[config.mk]
export PLATFORM = sky130hd
export DESIGN_NAME = seq_hit_window_counter_flat
export DESIGN_NICKNAME = d
export VERILOG_FILES = /design/src/rtl/seq_hit_window_counter_pkg.sv /design/src/rtl/seq_hit_window_counter_if.sv /design/src/rtl/seq_hit_window_counter_sat_counter.sv /design/src/rtl/seq_hit_window_counter.sv /design/src/flat_wrapper.sv
export SDC_FILE = /design/constraint.sdc
export NUM_CORES = 1
export LEC_CHECK = 0
export ABC_AREA = 1
export CORE_MARGIN = 2
export CORE_UTILIZATION = 50
export CTS_CLUSTER_DIAMETER = 50
export DETAILED_ROUTE_END_ITERATION = 10
export PLACE_DENSITY = 0.81
export SKIP_LAST_GASP = 1
export SLEW_MARGIN = 20
export SYNTH_ARGS = -nofsm -noshare
export SYNTH_HDL_FRONTEND = slang
export SYNTH_SLANG_ARGS = --single-unit
[constraint.sdc]
create_clock -name clk -period 1.7 [get_ports clk]
set_clock_uncertainty 0.15 [all_clocks]
set_input_delay 0.425 -clock clk [delete_from_list [all_inputs] [get_ports clk]]
set_output_delay 0.425 -clock clk [all_outputs]
set_load 0.02 [all_outputs]
[src/rtl/seq_hit_window_counter_pkg.sv]
// Shared definitions for the windowed hit counter.
// Holds the FSM state encoding and the default parameter values used by the top.
package seq_hit_window_counter_pkg;

  typedef enum logic {
    StIdle  = 1'b0,
    StCount = 1'b1
  } state_e;

  localparam int unsigned DefCntW   = 8;
  localparam int unsigned DefWinW   = 16;
  localparam int unsigned DefWindow = 100;
  localparam int unsigned DefDropW  = 8;

endpackage

[src/rtl/seq_hit_window_counter_if.sv]
// Report port of the windowed hit counter: one window total per valid/ready transfer.
//   rpt_count  window hit total
//   rpt_sat    total saturated during the window
//   rpt_valid  report available
//   rpt_ready  consumer accepts when rpt_valid & rpt_ready
// master = counter side, slave = consumer side.
interface seq_hit_window_counter_if #(
  parameter int unsigned CNT_W = 8
);

  logic [CNT_W-1:0] rpt_count;
  logic             rpt_sat;
  logic             rpt_valid;
  logic             rpt_ready;

  modport master (
    output rpt_count,
    output rpt_sat,
    output rpt_valid,
    input  rpt_ready
  );

  modport slave (
    input  rpt_count,
    input  rpt_sat,
    input  rpt_valid,
    output rpt_ready
  );

endinterface

[src/rtl/seq_hit_window_counter_sat_counter.sv]
// Saturating up-counter with synchronous clear.
//   clk  clock
//   inc  count up by one unless already at all-ones
//   clr  clear to zero (wins over inc)
//   q    current count
//   sat  count is at its maximum
module seq_hit_window_counter_sat_counter #(
  parameter int unsigned W = 8
) (
  input  logic         clk,
  input  logic         inc,
  input  logic         clr,
  output logic [W-1:0] q,
  output logic         sat
);

  logic [W-1:0] q_d;

  assign sat = &q;

  always_comb begin
    q_d = q;
    if (clr) begin
      q_d = '0;
    end else if (inc && !sat) begin
      q_d = q + W'(1);
    end
  end

  always_ff @(posedge clk) begin
    q <= q_d;
  end

endmodule

[src/rtl/seq_hit_window_counter.sv]
// Counts sequence-detector match pulses over back-to-back windows of WINDOW cycles and
// offers each window total on a valid/ready report port. Windows that end while a report
// is still pending are discarded and counted in drop_cnt.
//   clk       clock, all logic on posedge
//   clr_n     synchronous active-low reset
//   hit_in    match pulse, sampled every cycle
//   enable    1 = run windows, 0 = idle (partial window discarded)
//   rpt       report port (master side)
//   drop_cnt  saturating count of windows lost to back-pressure
//   busy      high while counting
module seq_hit_window_counter
  import seq_hit_window_counter_pkg::*;
#(
  parameter int unsigned CNT_W  = DefCntW,
  parameter int unsigned WIN_W  = DefWinW,
  parameter int unsigned WINDOW = DefWindow,
  parameter int unsigned DROP_W = DefDropW
) (
  input  logic                   clk,
  input  logic                   clr_n,
  input  logic                   hit_in,
  input  logic                   enable,
  seq_hit_window_counter_if.master rpt,
  output logic [DROP_W-1:0]      drop_cnt,
  output logic                   busy
);

  state_e             state_q, state_d;
  logic [WIN_W-1:0]   win_cnt_q, win_cnt_d;
  logic               win_end;

  logic [CNT_W-1:0]   hit_cnt;
  logic               hit_sat;
  logic               hit_clr;
  logic [CNT_W-1:0]   hit_final;

  logic               drop_inc;

  logic [CNT_W-1:0]   rpt_count_q, rpt_count_d;
  logic               rpt_sat_q, rpt_sat_d;
  logic               rpt_valid_q, rpt_valid_d;
  logic               accept;

  assign win_end = (state_q == StCount) && (win_cnt_q == WIN_W'(WINDOW - 1));

  // FSM next state and busy flag
  always_comb begin
    state_d = state_q;
    busy    = 1'b0;
    unique case (state_q)
      StIdle: begin
        if (enable) state_d = StCount;
      end
      StCount: begin
        busy = 1'b1;
        if (!enable) state_d = StIdle;
      end
    endcase
  end

  // Window position: wraps to 0 at window end, held at 0 outside a running window
  always_comb begin
    win_cnt_d = '0;
    if (state_q == StCount && enable && !win_end) begin
      win_cnt_d = win_cnt_q + WIN_W'(1);
    end
  end

  always_ff @(posedge clk) begin
    if (!clr_n) begin
      state_q   <= StIdle;
      win_cnt_q <= '0;
    end else begin
      state_q   <= state_d;
      win_cnt_q <= win_cnt_d;
    end
  end

  // Hit counter restarts after every window end and whenever the window is not running
  assign hit_clr = !clr_n || (state_q != StCount) || win_end || !enable;

  seq_hit_window_counter_sat_counter #(
    .W (CNT_W)
  ) u_hit_cnt (
    .clk (clk),
    .inc (hit_in),
    .clr (hit_clr),
    .q   (hit_cnt),
    .sat (hit_sat)
  );

  // Window total must include the hit arriving on the last window cycle
  assign hit_final = (hit_in && !hit_sat) ? hit_cnt + CNT_W'(1) : hit_cnt;

  assign accept   = rpt_valid_q && rpt.rpt_ready;
  assign drop_inc = win_end && rpt_valid_q && !rpt.rpt_ready;

  seq_hit_window_counter_sat_counter #(
    .W (DROP_W)
  ) u_drop_cnt (
    .clk (clk),
    .inc (drop_inc),
    .clr (!clr_n),
    .q   (drop_cnt),
    .sat ()
  );

  // Report register: a new total may replace the old one only when the slot frees this cycle
  always_comb begin
    rpt_count_d = rpt_count_q;
    rpt_sat_d   = rpt_sat_q;
    rpt_valid_d = rpt_valid_q;
    if (win_end && (!rpt_valid_q || rpt.rpt_ready)) begin
      rpt_count_d = hit_final;
      rpt_sat_d   = &hit_final;
      rpt_valid_d = 1'b1;
    end else if (accept) begin
      rpt_valid_d = 1'b0;
    end
  end

  always_ff @(posedge clk) begin
    if (!clr_n) begin
      rpt_count_q <= '0;
      rpt_sat_q   <= 1'b0;
      rpt_valid_q <= 1'b0;
    end else begin
      rpt_count_q <= rpt_count_d;
      rpt_sat_q   <= rpt_sat_d;
      rpt_valid_q <= rpt_valid_d;
    end
  end

  assign rpt.rpt_count = rpt_count_q;
  assign rpt.rpt_sat   = rpt_sat_q;
  assign rpt.rpt_valid = rpt_valid_q;

endmodule

[src/flat_wrapper.sv]
// flat-port wrapper written by rule: the top's interface ports become plain ports
module seq_hit_window_counter_flat import seq_hit_window_counter_pkg::*;
#(
  parameter int unsigned CNT_W  = DefCntW,
  parameter int unsigned WIN_W  = DefWinW,
  parameter int unsigned WINDOW = DefWindow,
  parameter int unsigned DROP_W = DefDropW
)
  (clk, clr_n, hit_in, enable, drop_cnt, busy, rpt_rpt_count, rpt_rpt_sat, rpt_rpt_valid, rpt_rpt_ready);
  seq_hit_window_counter_if #(.CNT_W(CNT_W)) rpt_i ();
  input  logic clk;
  input  logic clr_n;
  input  logic hit_in;
  input  logic enable;
  output logic [DROP_W-1:0] drop_cnt;
  output logic busy;
  output wire logic [$bits(rpt_i.rpt_count)-1:0] rpt_rpt_count;
  output wire logic [$bits(rpt_i.rpt_sat)-1:0] rpt_rpt_sat;
  output wire logic [$bits(rpt_i.rpt_valid)-1:0] rpt_rpt_valid;
  input wire logic [$bits(rpt_i.rpt_ready)-1:0] rpt_rpt_ready;
  assign rpt_rpt_count = rpt_i.rpt_count;
  assign rpt_rpt_sat = rpt_i.rpt_sat;
  assign rpt_rpt_valid = rpt_i.rpt_valid;
  assign rpt_i.rpt_ready = rpt_rpt_ready;
  seq_hit_window_counter #(.CNT_W(CNT_W), .WIN_W(WIN_W), .WINDOW(WINDOW), .DROP_W(DROP_W)) u_core (.clk(clk), .clr_n(clr_n), .hit_in(hit_in), .enable(enable), .rpt(rpt_i), .drop_cnt(drop_cnt), .busy(busy));
endmodule
# Word level (Yosys, flattened, before mapping)
# Index checks and enable logic that the tools add are counted.
# W data, S select, Z words.
# totals
reg_bits,43
latch_bits,0
mem_bits_rw,0
rom_bits,0
in_bits,5
output_inout_bits,19
elab_cells,42
memories,0
# classes
add_sub_neg,3
mul,0
n_div,0
magnitude_cmp,0
eq_ne,1
shift,0
mux,5
n_bitwise,1
reduce_logical,25
# ops
operator,n
$reduce_and A8 Y1,3
$add A16 B1 Y16 const B,1
$add A8 B1 Y8 const B,2
$eq A16 B7 Y1 const B,1
$logic_and A1 B1 Y1,9
$mux W8,1
$logic_not A1 Y1,7
$logic_or A1 B1 Y1,4
$mux W1,4
$reduce_and A2 Y1,1
$reduce_bool A2 Y1,1
$not A1 Y1,1

# Depth between registers and ports, before layout
# Gate-level depths: netlist of run 1.
# logic_depth
depth_word,5
ltp_mapped,11
depth_no_buf,11

# Cells and area by module
# Synthesis of run 1 repeated with hierarchy kept, for this count alone.
# unflattened
hier_cells,355
area_unflattened_um2,2461.1
# by_module_without_submodules
mod,instances,cells_each,area_per_inst_um2,seq_area_each_um2
seq_hit_window_counter,1,207,1515.2,540.5
seq_hit_window_counter_sat_counter,2,74,473.0,160.2

# Worst setup path after synthesis of run 1
# OpenSTA, ideal clock, no wires.
# synth_timing
path_kind,register to register
startpoint,register u_core.win_cnt_q[0]
endpoint,register u_core.win_cnt_q[14]
setup_ns,0.119
arrival_ns,1.385
required_time_ns,1.431
slack_ns,0.046
path_stages_with_launch,11
path_buffers,0
synth_period_minus_slack_ns,1.654
path_cell_list,dfxtp_1 -> ha_1 -> nand2_1 -> inv_2 -> nand3_2 -> nor2_2 -> nand2_1 -> nor3_2 -> nand2_1 -> nor2_1 -> nor3_2
# synth_between
elab_chain_cells,5
elab_cells_between_ends,6
classes_between,1 x add/sub; 1 x eq/ne; 4 x reduce/logical
# synth_rtl
element,line,rtl
from (decl),seq_hit_window_counter.sv:29,"logic [WIN_W-1:0] win_cnt_q, win_cnt_d;"
from (signal assigned),seq_hit_window_counter.sv:75,win_cnt_q <= win_cnt_d;
branches (longest 5 deep; another with $add A16 B1 Y16),n/a,
# Several ways; the timed one is not identified.
# A chain may end at the register's enable or synchronous reset.

# Final worst setup path of run 1
# layout_timing
startpoint,register u_core.u_hit_cnt.q[0]
endpoint,register u_core.rpt_sat_q (netlist: u_core.rpt.rpt_sat)
# layout_between
elab_chain_cells,5
elab_cells_between_ends,6
classes_between,1 x add/sub; 1 x mux; 4 x reduce/logical
# layout_rtl
element,line,rtl
from (decl),seq_hit_window_counter_sat_counter.sv:13,"output logic [W-1:0] q,"
from (signal assigned),seq_hit_window_counter_sat_counter.sv:31,q <= q_d;
branches (longest 3 deep; another with $add A8 B1 Y8),n/a,
$mux W8 (*),seq_hit_window_counter.sv:93,assign hit_final = (hit_in && !hit_sat) ? hit_cnt + CNT_W'(1) : hit_cnt;
$reduce_and A8 Y1 (*),seq_hit_window_counter.sv:115,rpt_sat_d = &hit_final;
to (signal assigned),seq_hit_window_counter.sv:129,rpt_sat_q <= rpt_sat_d;
to (decl),seq_hit_window_counter.sv:40,"logic rpt_sat_q, rpt_sat_d;"
# Mark *: on every way between the ends.

==> flow_metrics.env, run 1 <==
export IMPL_status="complete, no violations"
export IMPL_r2r_cells=9
export IMPL_finalNonFillerCells=418
export IMPL_p_sw_uw=388
export IMPL_cp_cell_sequence="ha_4, nand2_2, nor2_4, nand2_4, a21oi_2, a21oi_1, nor2_1, nand3_1, a21oi_2"
export IMPL_yosys_area_top_type="dfxtp_1"
export IMPL_reg2reg_from="u_core.u_hit_cnt.q[0]$_SDFF_PP0_"
export IMPL_start_util_pct=51.4
export IMPL_drc_errors=0
export IMPL_p_per_area_nw_per_um2=651
export IMPL_pwr_share_seq_pct=53.2
export IMPL_tritoncts="yes"
export IMPL_rsz0062_at_grt="yes"
export IMPL_worst_ep_required_time_ps=1790
export IMPL_fp_dieH_um=70.4
export IMPL_syn_area_sq_um=2210
export IMPL_core_sq_um=4290
export IMPL_gp_congestion=0.867
export IMPL_grt_max_degree=14
export IMPL_fmax_ghz=0.608
export IMPL_hpwl_um=3640
export IMPL_clockBufferDepth=2
export IMPL_grt_pass1_vias=2009
export IMPL_cpMostUsedCell="a21oi_2"
export IMPL_final_cell_mix="nand2_1 (47), inv_1 (42), dfxtp_1 (37)"
export IMPL_area_delta_synth_final_pct=32.2
export IMPL_grtUsageTotal_pct=20.7
export IMPL_power_total_uw=1900
export IMPL_setup_viol=0
export IMPL_synth_top_area_share_pct=39.0
export IMPL_cts_buffers=5
export IMPL_setup_slack_ps=54.8
export IMPL_critPathLaunchType="register"
export IMPL_grt_pass1_wl_um=8390
export IMPL_die_area_sq_um=4960
export IMPL_synth_xor_area_share_pct=3.18
export IMPL_port_buffers=23
export IMPL_drive_gt1_share_pct=24.9
export IMPL_ys_warn_count=0
export IMPL_p_comb_share_pct=3.2
export IMPL_cts_sinks=43
export IMPL_r2r_slack_ps=50
export IMPL_end_kind="register"
export IMPL_stdcell_area_sq_um=2920
export IMPL_yosysSeqAreaShare_pct=39.0
export IMPL_vias=2180
export IMPL_drv_cap=0
export IMPL_worstPathArrival_ps=1730
export IMPL_r2r_end="u_core.rpt.rpt_sat$_SDFFE_PN0P_"
export IMPL_post_route_period_util_pct=96.8
export IMPL_pwr_share_clk_pct=43.6
export IMPL_max_slew_margin_rel_pct=80.6
export IMPL_switching_share_pct=20.5
export IMPL_layout_commonest_cell="nand2_1"
export IMPL_synth_simple_area_share_pct=37.0
export IMPL_drt_pass1_iterations=4
export IMPL_synth_compound_area_share_pct=9.93
export IMPL_leakage_uw=0.00126
export IMPL_num_rows=24
export IMPL_syn_num_nets=316
export IMPL_slew_viol_final=0
export IMPL_hold_ws_ps=347
export IMPL_cp_slowest_stage_delay_ps=360
export IMPL_place_area_sq_um=2690
export IMPL_synth_seq_cells=43
export IMPL_worstSetupPathType="register to register"
export IMPL_cp_max_fo=7
export IMPL_cts_hold_buf=0
export IMPL_antenna_found_initial=0
export IMPL_synthCells=308
export IMPL_pre_cts_slack_ps=-211
export IMPL_cts_max_level=2
export IMPL_cp_endpoint="u_core.rpt.rpt_sat$_SDFFE_PN0P_"
export IMPL_overflow=0
export IMPL_final_antenna_net_count=0
export IMPL_dp_cells=407
export IMPL_intPower_uw=1510
export IMPL_synth_top_family_by_area="simple AND/OR/NAND/NOR gates"
export IMPL_ioPinCount=24
export IMPL_insertion_delay_ps=300
export IMPL_yosysUniqueCellTypes=31
export IMPL_yosys_top_cells_area="dfxtp_1 (39%), nand2_1 (8.8%), inv_1 (7.7%)"
export IMPL_worst_ir_drop_vdd_v=0.000591
export IMPL_min_period_ps=1650
export IMPL_syn_area_per_cell_sq_um=7.16
export IMPL_root_buffer="clkbuf_8"
export IMPL_critical_path_startpoint="u_core.u_hit_cnt.q[0]$_SDFF_PP0_"
export IMPL_cp_slowest_cell="dfxtp_2"
export IMPL_wirelength_um=5070
export IMPL_hold_viol_final=0
export IMPL_synth_mux_area_share_pct=0
export IMPL_final_nets=373
export IMPL_routedWlPerCell_um=12.1
export IMPL_drtIter0Drc=92
export IMPL_clkTransAtPathRegs_ps=80
export IMPL_diodes=0
export IMPL_tightest_slew_ps=288
export IMPL_hp_class="register to register"
export IMPL_synth_fa_ha_area_share_pct=1.70
export IMPL_avgViaCountPerCell=5.22
export IMPL_fp_dieW_um=70.4
-- logic make-up after synthesis --
group	Yosys count
simple gates	161
buf+inv	52
flops	43
compound gates	41
xor+xnor	8
fa+ha+maj	3
-- synth_stat cells (all sizes together) --
library cell  instances
nor4                  1
clkinv                1
nand3b                1
nor3                  6
and2                  1
xnor2                 2
inv                  47
buf                   3
xor2                  6
o21ai                11
clkbuf                1
nand2                59
nand4                24
dfxtp                43
a21oi                29
nand3                21
ha                    3
nor2                 45
nor3b                 3
o21a                  1
-- registers in the layout (all words and copies together) (netlist names) --
register              cells
u_core.win_cnt_q         16
u_core.rpt.rpt_count      8
u_core.u_drop_cnt.q       8
u_core.u_hit_cnt.q        8
u_core.rpt.rpt_sat        1
u_core.rpt.rpt_valid      1
u_core.state_q            1
-- power groups by stage --
stage	logic, uW	registers [uW]	clock network [uW]
2_1_floorplan	26.4	1040	0
3_3_place_gp	57.5	1030	0
3_5_place_dp	59.1	1030	0
4_1_cts	58.9	1010	835
5_1_grt	65.5	1010	884
6_report	60.4	1010	827
-- timing repair --
| action | CTS | global route |
|---|---|---|
| hold endpoints to repair | 0 | 0 |
| pin swaps | 2 | 11 |
| setup buffers | 0 | 3 |
| endpoints found under the setup margin | 33 | 20 |
| resized for setup | 25 | 26 |
-- through the flow --
step / setup TNS (ps) / util (%)
2_1_floorplan: 0 / -
3_3_place_gp: -2990 / 62.6
3_5_place_dp: -3760 / 62.6
4_1_cts: 0 / 65.4
5_1_grt: -119 / 67.9
6_report: 0 / 67.9
-- worst min path at each step --
stage | from | end | slack [ps] | cells past startpoint
final | u_core.rpt.rpt_sat$_SDFFE_PN0P_ | u_core.rpt.rpt_sat$_SDFFE_PN0P_ | 350 | 2
after global routing | u_core.rpt.rpt_sat$_SDFFE_PN0P_ | u_core.rpt.rpt_sat$_SDFFE_PN0P_ | 370 | 2
after CTS | u_core.win_cnt_q[9]$_SDFF_PN0_ | u_core.win_cnt_q[9]$_SDFF_PN0_ | 340 | 2
after detailed placement | u_core.win_cnt_q[9]$_SDFF_PN0_ | u_core.win_cnt_q[9]$_SDFF_PN0_ | 330 | 2
after global placement | u_core.win_cnt_q[9]$_SDFF_PN0_ | u_core.win_cnt_q[9]$_SDFF_PN0_ | 320 | 2
after floorplan | u_core.win_cnt_q[0]$_SDFF_PN0_ | u_core.win_cnt_q[0]$_SDFF_PN0_ | 280 | 1
-- per-layer routing --
| metal | wire [um] | GRT usage (%) |
|---|---|---|
| met1 | 2310 | 25.6 |
| met4 | 106 | 10.0 |
| met5 | 0 | 0 |
| met3 | 208 | 4.04 |
| met2 | 2450 | 34.5 |
-- cell type report --
type | count | area, sq um
fill | 342 | 1380
inverter | 48 | 181
multi-input combinational | 213 | 1240
timing repair buffer | 54 | 442
sequential | 43 | 868
tap | 52 | 65.1
clock inverter | 2 | 35.0
clock buffer | 6 | 82.6
-- worst max-delay path: cells and delay by family (launching register included) --
family,cells,cell delay (ps)
fa+ha+maj,1,140
flops,1,360
simple gates,5,620
compound gates,3,310
No activity file was read; power rests on OpenSTA's default activity.
==> inputs of run 2 (changes only) <==
--- a/config.mk
+++ b/config.mk
@@ -6,6 +6,7 @@
 export NUM_CORES = 1
 export LEC_CHECK = 0
 export ABC_AREA = 1
+export CAP_MARGIN = 20
 export CORE_MARGIN = 2
 export CORE_UTILIZATION = 50
 export CTS_CLUSTER_DIAMETER = 50
==> results of run 2 <==
Final layout, timing and power as in run 1 (identical DEF).
